===== src/rtl/captura_jogada_if.sv =====
// Move-entry bus between the square-selection front end and the game controller.
// The controller drives the master side; captura_jogada sits on the slave side.
interface captura_jogada_if;
    logic        habilita;
    logic        botao;
    logic [5:0]  casa;
    logic        cancelar;
    logic        consumido;
    logic [11:0] jogada;
    logic        temJogada;
    logic        aguardando_destino;
    logic        erro;
    logic [2:0]  db_estado;

    modport master (
        output habilita, botao, casa, cancelar, consumido,
        input  jogada, temJogada, aguardando_destino, erro, db_estado
    );

    modport slave (
        input  habilita, botao, casa, cancelar, consumido,
        output jogada, temJogada, aguardando_destino, erro, db_estado
    );
endinterface


===== src/rtl/captura_jogada.sv =====
// Captures a chess move as two square presses (origin, destination) and holds the
// completed move until the controller acknowledges it.
module captura_jogada #(
    parameter int TIMEOUT_CICLOS = 1000
) (
    input logic             clock,
    input logic             reset,
    captura_jogada_if.slave bus
);
    localparam logic [2:0] DESAB   = 3'd0;
    localparam logic [2:0] ORIGEM  = 3'd1;
    localparam logic [2:0] DESTINO = 3'd2;
    localparam logic [2:0] ERRO    = 3'd3;
    localparam logic [2:0] PRONTA  = 3'd4;

    localparam logic [15:0] TIMEOUT_FIM = 16'(TIMEOUT_CICLOS - 1);

    logic [2:0]  estado;
    logic [2:0]  estadoProx;
    logic        botaoD;
    logic        pressao;
    logic [5:0]  origemReg;
    logic [11:0] jogadaReg;
    logic [15:0] timerReg;
    logic        latchOrigem;
    logic        latchDestino;
    logic        incTimer;

    assign pressao = bus.botao & ~botaoD;

    always_comb begin
        estadoProx   = estado;
        latchOrigem  = 1'b0;
        latchDestino = 1'b0;
        incTimer     = 1'b0;
        case (estado)
            DESAB: begin
                if (bus.habilita) estadoProx = ORIGEM;
            end
            ORIGEM: begin
                if (!bus.habilita) begin
                    estadoProx = DESAB;
                end else if (pressao) begin
                    latchOrigem = 1'b1;
                    estadoProx  = DESTINO;
                end
            end
            DESTINO: begin
                if (!bus.habilita) begin
                    estadoProx = DESAB;
                end else if (bus.cancelar || timerReg == TIMEOUT_FIM) begin
                    estadoProx = ORIGEM;
                end else if (pressao) begin
                    if (bus.casa == origemReg) begin
                        estadoProx = ERRO;
                    end else begin
                        latchDestino = 1'b1;
                        estadoProx   = PRONTA;
                    end
                end else begin
                    incTimer = 1'b1;
                end
            end
            ERRO: begin
                estadoProx = ORIGEM;
            end
            PRONTA: begin
                // Only the acknowledge can leave here, so a pending move is never lost.
                if (bus.consumido) estadoProx = bus.habilita ? ORIGEM : DESAB;
            end
            default: begin
                estadoProx = DESAB;
            end
        endcase
    end

    always_ff @(posedge clock or posedge reset) begin
        if (reset) begin
            estado    <= DESAB;
            botaoD    <= 1'b0;
            origemReg <= 6'd0;
            jogadaReg <= 12'd0;
            timerReg  <= 16'd0;
        end else begin
            estado <= estadoProx;
            botaoD <= bus.botao;
            if (latchOrigem) origemReg <= bus.casa;
            // Low half of jogadaReg doubles as the destination register.
            if (latchDestino) jogadaReg <= {origemReg, bus.casa};
            if (latchOrigem) begin
                timerReg <= 16'd0;
            end else if (incTimer) begin
                timerReg <= timerReg + 16'd1;
            end
        end
    end

    assign bus.jogada             = jogadaReg;
    assign bus.temJogada          = (estado == PRONTA);
    assign bus.aguardando_destino = (estado == DESTINO);
    assign bus.erro               = (estado == ERRO);
    assign bus.db_estado          = estado;
endmodule

===== src/flat_wrapper.sv =====
// flat-port wrapper written by rule: the top's interface ports become plain ports
module captura_jogada_flat 
#(
    parameter int TIMEOUT_CICLOS = 1000
)
  (clock, reset, bus_habilita, bus_botao, bus_casa, bus_cancelar, bus_consumido, bus_jogada, bus_temJogada, bus_aguardando_destino, bus_erro, bus_db_estado);
  captura_jogada_if bus_i ();
  input logic clock;
  input logic reset;
  input wire logic [$bits(bus_i.habilita)-1:0] bus_habilita;
  input wire logic [$bits(bus_i.botao)-1:0] bus_botao;
  input wire logic [$bits(bus_i.casa)-1:0] bus_casa;
  input wire logic [$bits(bus_i.cancelar)-1:0] bus_cancelar;
  input wire logic [$bits(bus_i.consumido)-1:0] bus_consumido;
  output wire logic [$bits(bus_i.jogada)-1:0] bus_jogada;
  output wire logic [$bits(bus_i.temJogada)-1:0] bus_temJogada;
  output wire logic [$bits(bus_i.aguardando_destino)-1:0] bus_aguardando_destino;
  output wire logic [$bits(bus_i.erro)-1:0] bus_erro;
  output wire logic [$bits(bus_i.db_estado)-1:0] bus_db_estado;
  assign bus_i.habilita = bus_habilita;
  assign bus_i.botao = bus_botao;
  assign bus_i.casa = bus_casa;
  assign bus_i.cancelar = bus_cancelar;
  assign bus_i.consumido = bus_consumido;
  assign bus_jogada = bus_i.jogada;
  assign bus_temJogada = bus_i.temJogada;
  assign bus_aguardando_destino = bus_i.aguardando_destino;
  assign bus_erro = bus_i.erro;
  assign bus_db_estado = bus_i.db_estado;
  captura_jogada #(.TIMEOUT_CICLOS(TIMEOUT_CICLOS)) u_core (.clock(clock), .reset(reset), .bus(bus_i));
endmodule

===== config.mk =====
export PLATFORM = sky130hd
export DESIGN_NAME = captura_jogada_flat
export DESIGN_NICKNAME = d
export VERILOG_FILES = /design/src/rtl/captura_jogada_if.sv /design/src/rtl/captura_jogada.sv /design/src/flat_wrapper.sv
export SDC_FILE = /design/constraint.sdc
export NUM_CORES = 1
export LEC_CHECK = 0
export ABC_AREA = 1
export CORE_ASPECT_RATIO = 0.5
export CORE_MARGIN = 2
export CORE_UTILIZATION = 55
export DETAILED_ROUTE_END_ITERATION = 6
export PLACE_DENSITY = 0.8
export SLEW_MARGIN = 20
export SYNTH_ARGS = -nofsm -noshare
export SYNTH_HDL_FRONTEND = slang
export SYNTH_SLANG_ARGS = --single-unit

===== constraint.sdc =====
create_clock -name clock -period 1.7 [get_ports clock]
set_input_delay 0.255 -clock clock [delete_from_list [all_inputs] [get_ports clock]]
set_output_delay 0.255 -clock clock [all_outputs]
set_load 0.02 [all_outputs]

==> results.py <==
metrics = {
    "timing": {
        "slew_viol_final": 0,
        "timing.hold.ws_ns": 0.271,
        "rsz0062_at_grt": "no",
        "worst_clock_skew_ns": 0.00897,
        "fin_crit_ns": 1.63,
        "hold_viol_final": 0,
        "fin_crit_sh_pct": 96.0,
        "setup_violations": 0,
        "tightest_slew_ns": 0.467,
        "fin_ws_ns": 0.0683,
        "fmax_mhz": 613,
        "slew_headroom_pct": 68.9,
    },
    "power_and_ir_drop": {
        "cellPowerDensity_nw_per_um2": 1200,
        "ir_worst_vdd_v": 0.000509,
        "p_leak_nw": 1.43,
        "total_power_mw": 3.30,
    },
    "status": {
        "status": "completed",
    },
    "synthesis": {
        "yosysSeqAreaShare_pct": 43.0,
        "synth_nets": 315,
        "synth-seq-cells": 38,
        "synth_cells": 302,
        "yosysWarnings": 0,
        "yosys-top-cells-area": "dfrtp_1 43%, nand2_1 19%, nand3_1 6.1%",
        "ys_types": 25,
        "yosysTopAreaCell": "dfrtp_1",
        "synth_top_area_share_pct": 43.0,
        "netlist_area_sq_um": 2210,
        "post_synth.cell_area_avg_sq_um": 7.32,
    },
    "layout": {
        "post-route-cell-area_sq_um": 2740,
        "nFillCells": 325,
        "finalNetCount": 358,
        "layout-drive-gt1-share_pct": 13.6,
        "antenna_cells": 0,
        "final_cells": 399,
        "area_growth_pct": 24.1,
    },
    "cts": {
        "cts_tree": "done",
        "h-tree-depth": 2,
        "cts_buffers": 5,
        "cts_root_buf": "clkbuf_8",
        "cts_sinks": 38,
        "clkLatencyLatePin_ns": 0.29,
        "clk_path_buf_depth": 2,
        "clkTransAtPathRegs_ns": 0.07,
    },
    "flow_run": {
        "max_cap_viol_count": 0,
    },
    "worst_hold_path": {
        "hold_class": "in -> async",
    },
    "placement": {
        "gp_congestion": 0.914,
        "dp_cells": 392,
        "port_buffers": 29,
        "place_ws_ns": -0.0165,
        "dpl.hpwl_um": 3780,
        "place_area_sq_um": 2660,
    },
    "die": {
        "fp.dieH_um": 48.8,
        "start_util_pct": 56.9,
        "core_region_area_sq_um": 3880,
        "io_pins": 30,
        "rows": 16,
        "die-area_sq_um": 4570,
        "fp.dieW_um": 93.7,
    },
    "setup_path": {
        "cp_max_fo": 5,
        "crit_cells": 1,
        "crit_slowest_cell": "clkdlybuf4s50_1",
        "reg2reg_depth": 11,
        "critPathKind": "reg -> out",
        "worstPathRequired_ns": 1.44,
        "end_kind": "output pin",
        "cp_cell_sequence": "clkdlybuf4s50_1",
        "critPathTopFamily": "buffers and inverters",
        "crit_path_max_incr_delay_ns": 0.65,
        "cp_num_buf_inv": 1,
        "setup.worst_path.start": "u_core.bus.db_estado[0]$_DFFE_PP0P_",
        "crit_arrival_ns": 1.38,
        "critPathLaunchType": "flop",
        "timing.rr.start": "u_core.timerReg[1]$_DFFE_PP0P_",
    },
    "drt": {
        "ant_nets": 0,
        "wire_per_inst_um": 12.5,
        "drtIter0Drc": 54,
        "vias": 2009,
        "drt_first_pass_iters": 4,
        "remaining_drc_errors": 0,
        "routed_wl_um": 5000,
        "vias_per_cell": 5.04,
    },
    "global_route": {
        "grt_pass1_vias": 1989,
        "grt_pass1_wl_um": 8600,
        "grtUsageTotal_pct": 23.8,
        "antenna_found_initial": 0,
        "overflow": 0,
        "grt_max_degree": 21,
    },
}
[metal layers]
layer / vias up / track usage [%] / part of all wire (%) / routed length (um)
met5: - / 0 / 0 / 0
met4: 0 / 7.73 / 1.0 / 52
met3: 6 / 5.26 / 3.6 / 178
met2: 40 / 42.2 / 49 / 2440
met1: 940 / 29.1 / 47 / 2330
li1: 1023 / - / - / -
[cell usage in the layout (no fill, tap or decap)]
master and n:
dlygate4sd2_1 1, nor3_1 6, xor2_1 14, nand3_4 1, clkbuf_8 5, nor2_1 30
nand4_1 5, o21ai_2 3, clkbuf_2 1, nand2_4 2, o21ai_1 3, nand2_2 3
o31ai_1 1, nand3_1 27, dfrtp_1 38, inv_2 7, buf_12 3, clkdlybuf4s50_1 25
a21oi_1 1, clkdlybuf4s15_1 1, dlymetal6s2s_1 1, ha_2 1, buf_4 10, nand2_1 110
clkinv_2 3, o21ai_0 7, nor3_4 1, nor2_2 3, nor2_4 4, inv_1 28
[cells in the mapped netlist (all sizes together)]
library cell and n:
ha 1, nor2 37, buf 5, clkbuf 1, nand2 115, xor2 14
a21oi 1, dfrtp 38, o21ai 13, o31ai 1, nand3 28, nand4 5
clkinv 1, inv 35, nor3 7
[power breakdown]
| group | leakage, nW | switching, mW | internal (mW) |
|---|---|---|---|
| combinational | 0.877 | 0.723 | 0.566 |
| sequential | 0.508 | 0.243 | 1.18 |
| clock | 0.0438 | 0.315 | 0.275 |
[per-stage QoR]
step | TNS, ns | util [%]
final | 0 | 70.6
after global placement | 0 | 68.6
after global routing | 0 | 70.6
after detailed placement | -0.0165 | 68.6
after floorplan | 0 | -
after CTS | 0 | 70.5
[final cells by class]
class	instances	area, sq um	share of cell area (%)
clock buffer	5	68.8	2.51
clock inverter	2	10.0	0.365
inverter	36	136	4.97
multi-input combinational	222	1090	39.6
sequential	38	951	34.7
tap	54	67.6	2.46
timing repair buffer	42	422	15.4
[worst paths after layout]
path / end / slack [ns]
max in group asynchronous: u_core.bus.db_estado[0]$_DFFE_PP0P_ / 0.92
worst max-delay path: bus_db_estado[0] / 0.07
worst min register to register: u_core.bus.jogada[9]$_DFFE_PP0P_ / 0.47
worst min-delay path: u_core.timerReg[13]$_DFFE_PP0P_ / 0.27
min in group clock: u_core.botaoD$_DFF_PP0_ / 0.46
worst max register to register: u_core.timerReg[9]$_DFFE_PP0P_ / 0.10
[flip-flops by register name, indices dropped and copies added (netlist names)]
register / cells
u_core.timerReg: 16
u_core.bus.jogada: 12
u_core.origemReg: 6
u_core.bus.db_estado: 3
u_core.botaoD: 1
[what timing repair did]
item | 4_1_cts | 5_1_grt
setup buffers | 0 | 0
hold buffers | 0 | 0
endpoints found under the hold margin | 0 | 0
pin swaps | 0 | 0
endpoints found under the setup margin | 3 | 12
resized for setup | 3 | 6
[logic make-up (layout without fill, tap and decap cells)]
group / Yosys count / after routing / share of synthesized area [%]
xor+xnor: 14 / 14 / 5.55
flops: 38 / 38 / 43.0
buf+inv: 42 / 85 / 8.32
fa+ha+maj: 1 / 1 / 0.566
compound gates: 15 / 15 / 4.02
simple gates: 192 / 192 / 38.5
Power figures use the tool's default switching activity.
